===== src/rtl/accel_loader.sv =====
`default_nettype none
// =============================================================================
// Module : accel_loader
// Copies B then A from source memory into the accelerator and, once the
// result is ready, copies C back out to destination memory.
// Rev    : 1.0  initial release
// =============================================================================
module accel_loader #(
   parameter int         BITS    = 8,
   parameter int         N       = 8,
   parameter int         WIDTH   = 4,
   parameter logic [9:0] OFFCET  = 10'd128,
   parameter int         TIMEOUT = 255
) (
   input  logic                    clk,
   input  logic                    rst,
   input  logic                    start,
   output logic                    src_rd,
   output logic [5:0]              src_addr,
   input  logic [BITS*WIDTH-1:0]   src_data,
   output logic                    acc_select,
   output logic                    acc_wr_en,
   output logic [9:0]              acc_addr,
   output logic [BITS*WIDTH-1:0]   acc_wdata,
   input  logic [BITS*WIDTH-1:0]   acc_rdata,
   input  logic                    b_ready,
   input  logic                    c_ready,
   output logic                    dst_we,
   output logic [3:0]              dst_addr,
   output logic [BITS*WIDTH-1:0]   dst_data,
   output logic                    busy,
   output logic                    done,
   output logic                    err
);

   localparam int CW = $clog2(N*N/WIDTH) + 1;
   localparam int TW = $clog2(TIMEOUT + 1);
   localparam logic [CW-1:0] c_WPM      = CW'(N*N/WIDTH);
   localparam logic [TW-1:0] c_TMO_LAST = TW'(TIMEOUT - 1);
   localparam logic [9:0]    c_B_BASE   = OFFCET + 10'd64;

   typedef enum logic [2:0] {
      S_IDLE   = 3'd0,
      S_LOAD_B = 3'd1,
      S_WAIT_B = 3'd2,
      S_LOAD_A = 3'd3,
      S_WAIT_C = 3'd4,
      S_READ_C = 3'd5,
      S_DONE   = 3'd6
   } state_t;

   state_t          r_state;
   logic [CW-1:0]   r_cnt;
   logic [TW-1:0]   r_wait;
   logic            r_src_rd;
   logic [5:0]      r_src_addr;
   logic            r_acc_select;
   logic            r_acc_wr_en;
   logic [9:0]      r_acc_addr;
   logic            r_dst_we;
   logic [3:0]      r_dst_addr;
   logic            r_busy;
   logic            r_done;
   logic            r_err;

   logic [CW-1:0]   w_cnt_nxt;
   logic            w_more;
   logic [5:0]      w_src_base;
   logic [9:0]      w_acc_base;
   logic [9:0]      w_cnt_off;
   logic [9:0]      w_nxt_off;
   logic            w_flag;

   // r_cnt is the cycle index inside a transfer state; outputs are computed one cycle ahead
   assign w_cnt_nxt  = r_cnt + 1'b1;
   assign w_more     = (w_cnt_nxt < c_WPM);
   assign w_src_base = (r_state == S_LOAD_B) ? 6'(N*N/WIDTH) : 6'd0;
   assign w_acc_base = (r_state == S_LOAD_B) ? c_B_BASE : OFFCET;
   assign w_cnt_off  = 10'({r_cnt, 2'b00});
   assign w_nxt_off  = 10'({w_cnt_nxt, 2'b00});
   assign w_flag     = (r_state == S_WAIT_B) ? b_ready : c_ready;

   always_ff @(posedge clk or posedge rst) begin
      if (rst) begin
         r_state      <= S_IDLE;
         r_cnt        <= '0;
         r_wait       <= '0;
         r_src_rd     <= 1'b0;
         r_src_addr   <= '0;
         r_acc_select <= 1'b0;
         r_acc_wr_en  <= 1'b0;
         r_acc_addr   <= '0;
         r_dst_we     <= 1'b0;
         r_dst_addr   <= '0;
         r_busy       <= 1'b0;
         r_done       <= 1'b0;
         r_err        <= 1'b0;
      end else begin
         case (r_state)
            S_IDLE: begin
               r_done <= 1'b0;
               if (start) begin
                  r_state    <= S_LOAD_B;
                  r_busy     <= 1'b1;
                  r_err      <= 1'b0;
                  r_cnt      <= '0;
                  r_src_rd   <= 1'b1;
                  r_src_addr <= 6'(N*N/WIDTH);
               end
            end
            S_LOAD_B, S_LOAD_A: begin
               if (r_cnt == c_WPM) begin
                  r_state      <= (r_state == S_LOAD_B) ? S_WAIT_B : S_WAIT_C;
                  r_cnt        <= '0;
                  r_wait       <= '0;
                  r_src_rd     <= 1'b0;
                  r_src_addr   <= '0;
                  r_acc_select <= 1'b0;
                  r_acc_wr_en  <= 1'b0;
                  r_acc_addr   <= '0;
               end else begin
                  r_cnt        <= w_cnt_nxt;
                  r_src_rd     <= w_more;
                  r_src_addr   <= w_more ? (w_src_base + 6'(w_cnt_nxt)) : 6'd0;
                  r_acc_select <= 1'b1;
                  r_acc_wr_en  <= 1'b1;
                  r_acc_addr   <= w_acc_base + w_cnt_off;
               end
            end
            S_WAIT_B, S_WAIT_C: begin
               if (w_flag) begin
                  r_wait <= '0;
                  r_cnt  <= '0;
                  if (r_state == S_WAIT_B) begin
                     r_state    <= S_LOAD_A;
                     r_src_rd   <= 1'b1;
                     r_src_addr <= 6'd0;
                  end else begin
                     r_state      <= S_READ_C;
                     r_acc_select <= 1'b1;
                     r_acc_addr   <= OFFCET;
                  end
               end else if (r_wait == c_TMO_LAST) begin
                  r_state <= S_IDLE;
                  r_err   <= 1'b1;
                  r_busy  <= 1'b0;
                  r_wait  <= '0;
               end else begin
                  r_wait <= r_wait + 1'b1;
               end
            end
            S_READ_C: begin
               if (r_cnt == c_WPM) begin
                  r_state      <= S_DONE;
                  r_done       <= 1'b1;
                  r_cnt        <= '0;
                  r_dst_we     <= 1'b0;
                  r_dst_addr   <= '0;
                  r_acc_select <= 1'b0;
                  r_acc_addr   <= '0;
               end else begin
                  r_cnt        <= w_cnt_nxt;
                  r_acc_select <= w_more;
                  r_acc_addr   <= w_more ? (OFFCET + w_nxt_off) : 10'd0;
                  r_dst_we     <= 1'b1;
                  r_dst_addr   <= 4'(r_cnt);
               end
            end
            S_DONE: begin
               r_done  <= 1'b0;
               r_busy  <= 1'b0;
               r_state <= S_IDLE;
            end
            default: r_state <= S_IDLE;
         endcase
      end
   end

   assign src_rd     = r_src_rd;
   assign src_addr   = r_src_addr;
   assign acc_select = r_acc_select;
   assign acc_wr_en  = r_acc_wr_en;
   assign acc_addr   = r_acc_addr;
   // Data is a straight pass-through in the cycle the source/accelerator presents it
   assign acc_wdata  = r_acc_wr_en ? src_data : '0;
   assign dst_we     = r_dst_we;
   assign dst_addr   = r_dst_addr;
   assign dst_data   = r_dst_we ? acc_rdata : '0;
   assign busy       = r_busy;
   assign done       = r_done;
   assign err        = r_err;

endmodule
`default_nettype wire


===== config.mk =====
export PLATFORM = sky130hd
export DESIGN_NAME = accel_loader
export DESIGN_NICKNAME = d
export VERILOG_FILES = /design/src/rtl/accel_loader.sv
export SDC_FILE = /design/constraint.sdc
export NUM_CORES = 1
export LEC_CHECK = 0
export CAP_MARGIN = 20
export CORE_MARGIN = 5
export CORE_UTILIZATION = 41
export CTS_CLUSTER_DIAMETER = 100
export DETAILED_ROUTE_END_ITERATION = 10
export HOLD_SLACK_MARGIN = 0.02
export PLACE_DENSITY_LB_ADDON = 0.12
export SLEW_MARGIN = 20
export SYNTH_ARGS = -nofsm -noshare
export SYNTH_HDL_FRONTEND = slang
export SYNTH_SLANG_ARGS = --single-unit

===== constraint.sdc =====
create_clock -name clk -period 4.5 [get_ports clk]
set_input_delay 0.675 -clock clk [delete_from_list [all_inputs] [get_ports clk]]
set_output_delay 0.675 -clock clk [all_outputs]
set_load 0.02 [all_outputs]

==> impl_metrics.yaml <==
run_status:
  run_status: "finished clean"
clock_network:
  cts_resized: 0
  postCtsSetupRepairBufs: 0
  tritoncts: "done"
  cts-hold-fix-buffers: 0
  clock_sinks: 40
  ctsHtreeMaxLevel: 2
  root_buffer_cell: "clkbuf_8"
  clk_pin_slew_ns: 0.07
  ctsLongestPathBuffers: 2
  inserted_clock_buffers: 5
  clock_insertion_delay_worst_skew_ns: 0.29
route:
  finalWirelength_mm: 8.69
  vias: 2589
  vias_per_inst: 5.02
  drtIter0Drc: 101
  detail_route.drc_violations: 0
  first_pass_iters: 4
  antenna_violating_nets_post_route: 0
  wl_per_cell_um: 16.8
worst_hold_path:
  hold_depth: 2
  hold_end: "src_addr[2]$_DFFE_PP0P_"
  holdCritStartpoint: "src_addr[2]$_DFFE_PP0P_"
  timing.hold.worst.class: "reg -> reg"
global_routing:
  initial_antenna_violation_count: 0
  grt_use_met3_pct: 4.01
  first_global_vias: 2427
  grt-busiest-layer: "met2"
  global_route.usage.met1_pct: 28.8
  grt_use_total_pct: 21.2
  grt_pass1_wl_mm: 14.1
  gr-total-overflow: 0
  grt_use_met2_pct: 35.0
  largest_net_degree_at_the_start_of_global_routing: 35
finish:
  insertedDiodeCount: 0
  mostFrequentLayoutCell: "clkdlybuf4s50_1"
  layout.core_utilization_pct: 67.8
  layout.cells.most_common_list: "clkdlybuf4s50_1, and2_1, dfrtp_1, nand2_1, nor2_1"
  drive_above_1_share_pct: 4.78
  num-fill-cells: 518
  ff_latch_area_um2: 1000
  final_design_area_no_fill_um2: 4280
  area_growth_syn_to_layout_pct: 62.6
  num-nets-final: 511
  multi_input_area_um2: 1470
die:
  fp.dieH_um: 90.2
  initial_core_util_pct: 41.7
  dieArea_um2: 8130
  floorplan.core_area_um2: 6310
  fp-row-count: 29
  die_x_um: 90.2
  io_pins: 160
sta:
  setup_total_negative_slack_ns: 0
  layout_worst_path_cycle_share_pct: 58.9
  fin_worst_skew_ns: 0.00407
  worst_pin_slew_ns: 0.895
  max_clock_freq_mhz: 377
  finalWorstPathRequiredPeriod_ns: 2.65
  setup_repair_after_global_routing_missed_its_margin: "no"
  final_hold_viol_count: 0
  slew_headroom_pct: 40.3
  setup-violations-final: 0
  slew_violations: 0
critical_path:
  critPathBufInv: 1
  timing.critical_path.slowest_cell_delay_ns: 0.82
  rr_endpoint: "src_addr[4]$_DFFE_PP0P_"
  cells_on_worst_reg2reg_path: 5
  cp_top_family: "flip-flops"
  crit_slowest_cell: "dfrtp_1"
  cp_max_fo: 34
  worst_setup_path_end_kind: "output pin"
  timing.critical_path.cells: "and2_1 -> clkdlybuf4s50_1"
  crit-reg2reg-launch: "r_cnt[1]$_DFFE_PP0P_"
  cp_data_required_time_ns: 3.83
  worstSetupPathType: "reg -> out"
  startpoint_type: "register"
  worstPathArrival_ns: 1.98
  timing.reg2reg.setup_slack_ns: 2.32
synth:
  ys_types: 57
  yosys_warnings: 0
  post_synth_instance_area_um2: 2630
  netlist_instances: 294
  synth_enable_flop_cells: 0
  async_flop_share_pct: 100
  ys_seq_area_share_pct: 38.0
  yosys_register_bits: 40
  postSynth.topFlopCell: "dfrtp_1"
  postSynthAreaPerCell_um2: 8.96
placed_design:
  placement.io_buffers: 156
  gp_congestion: 0.846
  place_area_um2: 4190
  dpl.hpwl_mm: 7.05
job:
  maxCapViolations: 0
power_and_ir_drop:
  cellLeakagePower_nw: 1.77
  peakVddDrop_mv: 0.492
  cellPowerDensity_nw_per_um2: 598
-- where the power goes --
part / switching (mW) / internal (mW)
Clock: 0.120 / 0.122
Sequential: 0.224 / 0.508
Combinational: 0.809 / 0.774
-- cells in the mapped netlist, types with 5 or more instances --
| master | n | area, µm² |
|---|---|---|
| a21oi_1 | 9 | 45.0 |
| a31oi_1 | 9 | 56.3 |
| and2_1 | 68 | 425 |
| buf_2 | 7 | 35.0 |
| clkbuf_1 | 9 | 33.8 |
| dfrtp_1 | 40 | 1000 |
| inv_1 | 11 | 41.3 |
| nand2_1 | 21 | 78.8 |
| nand3_1 | 9 | 45.0 |
| nand3b_1 | 5 | 37.5 |
| nor2_1 | 14 | 52.6 |
| nor3_1 | 6 | 30.0 |
| o21ai_0 | 12 | 60.1 |
-- final cells by class --
| type | count | area share (%) |
|---|---|---|
| Timing Repair Buffer | 158 | 36.8 |
| Clock buffer | 6 | 1.93 |
| Clock inverter | 2 | 0.234 |
| Inverter | 11 | 0.964 |
| Tap cell | 77 | 2.25 |
| Multi-Input combinational cell | 222 | 34.4 |
| Sequential cell | 40 | 23.4 |
-- cell families after synthesis --
group | after synthesis | synth area share, %
muxes | 4 | 1.57
other | 1 | 0.142
adders and majority gates | 4 | 1.90
AOI/OAI and AO/OA | 63 | 18.5
and+or+nand+nor | 143 | 31.2
DFF | 40 | 38.0
buffers and inverters | 34 | 6.32
xor gates and xnor gates | 5 | 2.38
-- metrics by stage --
step           total power, mW  worst slack, ns  instances  hold slack, ns
2_1_floorplan             1.72             2.85        296           0.465
3_3_place_gp              2.29             1.95        508           0.466
3_5_place_dp              2.33             1.94        508           0.473
4_1_cts                   2.58             1.82        516           0.491
5_1_grt                   2.74             1.72        516           0.522
6_report                  2.56             1.85        516           0.483
-- per-layer routing --
metal  share of wire [%]  vias to the layer above
met2                  48                      102
li1                    -                     1291
met1                  45                     1185
met3                 5.2                       11
met5                   0                        -
met4                 1.3                        0
-- worst reg2reg max path, delay by kind of cell, from the launching register on --
kind / cells / cell delay [ns]
and+or+nand+nor: 1 / 0.12
DFF: 1 / 0.45
adders and majority gates: 1 / 0.32
muxes: 1 / 0.20
AOI/OAI and AO/OA: 1 / 0.29
xor gates and xnor gates: 1 / 0.69
-- how the worst max path moves through the flow --
stage	startpoint	slack (ns)	end	depth (start not counted)
floorplan	dst_we$_DFFE_PP0P_	2.85	dst_data[22]	2
global placement	acc_rdata[25]	1.95	dst_data[25]	3
detailed placement	acc_rdata[25]	1.94	dst_data[25]	3
CTS	dst_we$_DFFE_PP0P_	1.82	dst_data[30]	2
global route	dst_we$_DFFE_PP0P_	1.72	dst_data[25]	2
finish	dst_we$_DFFE_PP0P_	1.85	dst_data[25]	2
-- sequential cells by signal, indices dropped and copies added (netlist names) --
signal	flops
done	1
src_addr	6
src_rd	1
acc_addr	7
busy	1
acc_wr_en	1
err	1
r_cnt	5
dst_addr	4
acc_select	1
r_state	3
r_wait	8
dst_we	1
Note: power is estimated with default switching activity, not from simulation.
==> variant 1, RTL diff (same settings) <==
The parameter `N` goes from 8 to 4.
--- a/src/rtl/accel_loader.sv
+++ b/src/rtl/accel_loader.sv
@@ -7,7 +7,7 @@
 // =============================================================================
 module accel_loader #(
    parameter int         BITS    = 8,
-   parameter int         N       = 8,
+   parameter int         N       = 4,
    parameter int         WIDTH   = 4,
    parameter logic [9:0] OFFCET  = 10'd128,
    parameter int         TIMEOUT = 255
Formal check against the unedited RTL: not equivalent (a bounded check fails within 4 cycles, from zero or initial values and one cycle with rst high).
==> variant 1 against the original RTL <==
Power decreased by 13%; setup slack improved by 0.044 ns; fmax increased by 1.7%; routed wire length decreased by 9.1%; die area decreased by 12%; register-to-register slack improved by 0.21 ns; synthesized area decreased by 14%; sequential power decreased by 22%; via count decreased by 8.7%; hold slack got worse by 0.0064 ns; final area decreased by 9.5%; sequential cell count decreased by 8; largest cell class unchanged; largest power group unchanged.
==> variant 1: results (changes against the original RTL) <==
| Metric | Value |
|---|---|
| Status | `finished, final reports clean` |
| Hold WC Path Type | `flop to flop` |
| Skew-Pair Late Insertion Delay | `about 0.28 ns` |
| Top reg by flops | `r_wait` |
| R2r startpoint | `r_state[0]` |
| Wire length per cell | `16.4 µm (-2.7%)` |
| Routability congestion estimate from global placement | `0.883 (+4.4%)` |
| Largest net degree at the start of global routing | `35 (unchanged)` |
| Commonest cells post-synth | `67 x and2_1, 32 x dfrtp_1, 19 x nand2_1` |
| Placed Instances | `474 (-6.7%)` |
| Largest vdd supply drop | `389 µV (-21%)` |
| Clk_skew | `0.00773 ns (+0.00366 ns)` |
| Critical Path Start | `acc_wr_en` |
| Vias in the first global route | `2235 (-7.9%)` |
| Gr usage total | `0.218 (+0.00571)` |
| Largest cells by area after synthesis | `dfrtp_1 35%, and2_1 18%, o21ai_0 3.8%` |
| Critical Path AT | `1.93 ns (-0.05 ns)` |
| Max reg flops | `8 (unchanged)` |
| IO buf count | `151 (-3.2%)` |
| Layout Cells excl Fill | `482 (-6.6%)` |
| Max-slew headroom | `0.429 (+0.0267)` |
| Iter 0 DRT Violations | `91 (-9.9%)` |
| DP Wirelength | `6.48 mm (-8.1%)` |
| Share of layout cells above drive strength 1 | `0.0488 (+0.000944)` |
| Hold Startpoint | `dst_addr[2]` |
| Yosys cell types | `56 (-1.8%)` |
| Synthesis warning total | `0 (unchanged)` |
| Post-Synthesis Cells | `266 (-9.5%)` |
| Setup WS pre-CTS | `1.95 ns (+0.0129 ns)` |
| First-pass GRT wire length | `12.4 mm (-12%)` |
| Worst-case clock buffer depth | `2 (unchanged)` |
| Filler cell count | `434 (-16%)` |
| # diodes | `0 (unchanged)` |
| CTS H-tree depth | `2 (unchanged)` |
| Via/cell ratio | `4.90 (-2.3%)` |
| Pleak | `1.55 nW (-13%)` |
| Sequential area share after synthesis | `0.353 (-0.0268)` |
-- variant 1: power breakdown --
part	internal (mW)	leakage (nW)	switching, mW	total (mW)
logic	0.666	1.09	0.714	1.38
registers	0.386	0.397	0.183	0.570
clock network	0.164	0.0552	0.104	0.268
-- variant 1: path summary, 6_finish.rpt --
check,cells past startpoint,slack (ns),end
min in group asynchronous,3,0.77,r_wait[3]
hold reg to reg,2,0.48,dst_addr[2]
max in group asynchronous,3,3.43,done
setup reg to reg,4,2.53,acc_addr[3]
hold / removal,2,0.48,dst_addr[2]
setup / recovery,2,1.89,acc_wdata[14]
-- variant 1: worst max-delay path, cell delays in order, from the launching register on --
cell and delay [ns]:
dfrtp_1 0.80, and2_1 0.22, clkdlybuf4s50_1 0.63
-- variant 1: per-layer routing --
metal,GRT usage,share of wire
met1,0.262,0.41
met2,0.395,0.52
met3,0.0569,0.066
met4,0.0388,0.0070
met5,0,0
-- variant 1: kinds of logic (layout without fill, tap and decap cells) --
group           after synthesis  after routing  share of synthesized area
compound gates               66             66                      0.202
xor+xnor                      2              2                     0.0110
fa+ha+maj                     4              4                     0.0221
buf+inv                      38            175                     0.0850
flops                        32             32                      0.353
mux                           2              2                    0.00883
other cells                   1              8                    0.00165
simple gates                121            121                      0.316
-- variant 1: through the flow --
stage	total power [mW]	cell area, µm²
detailed placement	1.96	3770
global placement	1.93	3770
floorplan	1.36	2290
CTS	2.23	3880
global route	2.37	3880
finish	2.22	3880
-- variant 1: layout make-up --
| cell class | count | area (µm²) | area share |
|---|---|---|---|
| well taps | 72 | 90.1 | 0.0232 |
| repair buffers | 152 | 1520 | 0.392 |
| clock buffers | 6 | 72.6 | 0.0187 |
| clock inverters | 2 | 35.0 | 0.00904 |
| multi-input cells | 203 | 1300 | 0.335 |
| inverters | 15 | 58.8 | 0.0152 |
| flip-flops and latches | 32 | 801 | 0.207 |
==> variant 2, RTL diff (same settings) <==
Made on the original files. Reset style: synchronous (`rst`), changed in one clocked block.
--- a/src/rtl/accel_loader.sv
+++ b/src/rtl/accel_loader.sv
@@ -80,7 +80,7 @@
    assign w_nxt_off  = 10'({w_cnt_nxt, 2'b00});
    assign w_flag     = (r_state == S_WAIT_B) ? b_ready : c_ready;
 
-   always_ff @(posedge clk or posedge rst) begin
+   always_ff @(posedge clk) begin
       if (rst) begin
          r_state      <= S_IDLE;
          r_cnt        <= '0;
Check against the original RTL: differs if rst is asserted again (counterexample within 4 cycles, from zero or initial values and one cycle with rst high); with rst held inactive, the same outputs for 10 cycles.
==> variant 2 against the original RTL <==
Setup slack got worse by 0.029 ns; sequential cell count unchanged; final area decreased by 2.3%; register-to-register slack got worse by 0.36 ns; routed wire length increased by 2.8%; largest cell class is now multi-input combinational cells; synthesized area decreased by 2.6%; clock skew increased by 0.0035 ns.
Power is not compared: it rests on default switching activity, and its combinational part moved more than twofold at a synthesized area within 25%.
==> variant 2: results (changes against the original RTL) <==
| Metric | Value |
|---|---|
| WL final | `8.94 mm (+2.8%)` |
| Commonest cells post-synth | `65 x and2_1, 40 x dfxtp_1, 28 x nor2_1` |
| Gr usage total | `0.219 (+0.00633)` |
| Critical Path Start | `acc_wr_en` |
| DP Wirelength | `7.14 mm (+1.3%)` |
| First-pass GRT wire length | `13.4 mm (-4.5%)` |
| CP max stage cell | `dfxtp_1` |
| Post-synthesis mux area share | `0.0156 (-0.0000748)` |
| Asr flop ratio synth | `0 (-1.00)` |
| Routability congestion estimate from global placement | `0.806 (-4.7%)` |
| Yosys cell types | `61 (+7.0%)` |
| Status | `finished, final reports clean` |
| Critical Path AT | `2.01 ns (+0.03 ns)` |
| Worst path max stage delay | `0.80 ns (-0.02 ns)` |
| Largest net degree at the start of global routing | `43 (+23%)` |
| Synth Area in Adders | `0.0244 (+0.00538)` |
| Clock transition at path regs | `0.08 ns` |
| Main synth FF type | `dfxtp_1` |
| Setup Buffers After CTS | `0 (unchanged)` |
| Sequential area share after synthesis | `0.312 (-0.0680)` |
| Nets | `522 (+2.2%)` |
| Share of layout cells above drive strength 1 | `0.0490 (+0.00116)` |
| Vias in the first global route | `2525 (+4.0%)` |
| Max reg flops | `8 (unchanged)` |
| Largest cells by area after synthesis | `dfxtp_1 31%, and2_1 16%, nor2_1 4.1%` |
| R2r startpoint | `r_state[0]` |
| Setup WS pre-CTS | `1.88 ns (-0.0615 ns)` |
| Hold Startpoint | `src_rd` |
| # diodes | `0 (unchanged)` |
| Iter 0 DRT Violations | `124 (+23%)` |
| Compound-Gate Fraction of Synth Area | `0.196 (+0.0112)` |
| XOR/XNOR share of the synthesized area | `0.0244 (+0.000625)` |
| Vias | `2793 (+7.9%)` |
| Max-slew headroom | `0.484 (+0.0813)` |
| Clk_skew | `0.00760 ns (+0.00353 ns)` |
==> variant 2: worst paths after layout <==
check	cells after the start	to	slack [ns]
worst max register to register	4	r_wait[5]	1.96
worst min register to register	2	src_rd	0.47
worst max-delay path	2	acc_wdata[14]	1.82
worst min-delay path	2	src_rd	0.47
==> variant 2: through the flow <==
| stage | util | hold WS (ns) | std cells | cell area (µm²) | power [mW] |
|---|---|---|---|---|---|
| final | 0.699 | 0.466 | 524 | 4190 | 0.881 |
| after global routing | 0.699 | 0.496 | 524 | 4190 | 0.917 |
| after CTS | 0.699 | 0.471 | 524 | 4190 | 0.885 |
| after detailed placement | 0.678 | 0.452 | 516 | 4060 | 0.574 |
| after global placement | 0.678 | 0.447 | 516 | 4060 | 0.571 |
| after floorplan | - | 0.456 | 311 | 2570 | 0.463 |
==> variant 2: power breakdown <==
part           internal [mW]  total, mW  switching, mW  leakage [nW]
Combinational          0.109      0.190         0.0804          1.13
Clock                  0.181      0.316          0.134        0.0614
Sequential             0.363      0.376         0.0135         0.325
==> variant 2: routing by layer <==
metal  wire, µm  vias to the layer above  track usage
li1           -                     1364            -
met1       3600                     1263        0.263
met2       4160                      145        0.370
met3        911                       21       0.0627
met4        267                        0       0.0798
met5          0                        -            0
==> variant 2: final cells by class <==
type / count / area [µm²]
Clock buffer: 6 / 82.6
Sequential cell: 40 / 801
Timing Repair Buffer: 157 / 1570
Tap cell: 75 / 93.8
Fill cell: 507 / 1810
Inverter: 6 / 22.5
Multi-Input combinational cell: 238 / 1580
Clock inverter: 2 / 38.8
==> variant 2: worst register-to-register path: cells and delay by family (launching register included) <==
family           cells  cell delay, ns
flip-flops           1            0.81
AO/OA/AOI/OAI        2            0.49
AND/OR/NAND/NOR      2            1.16
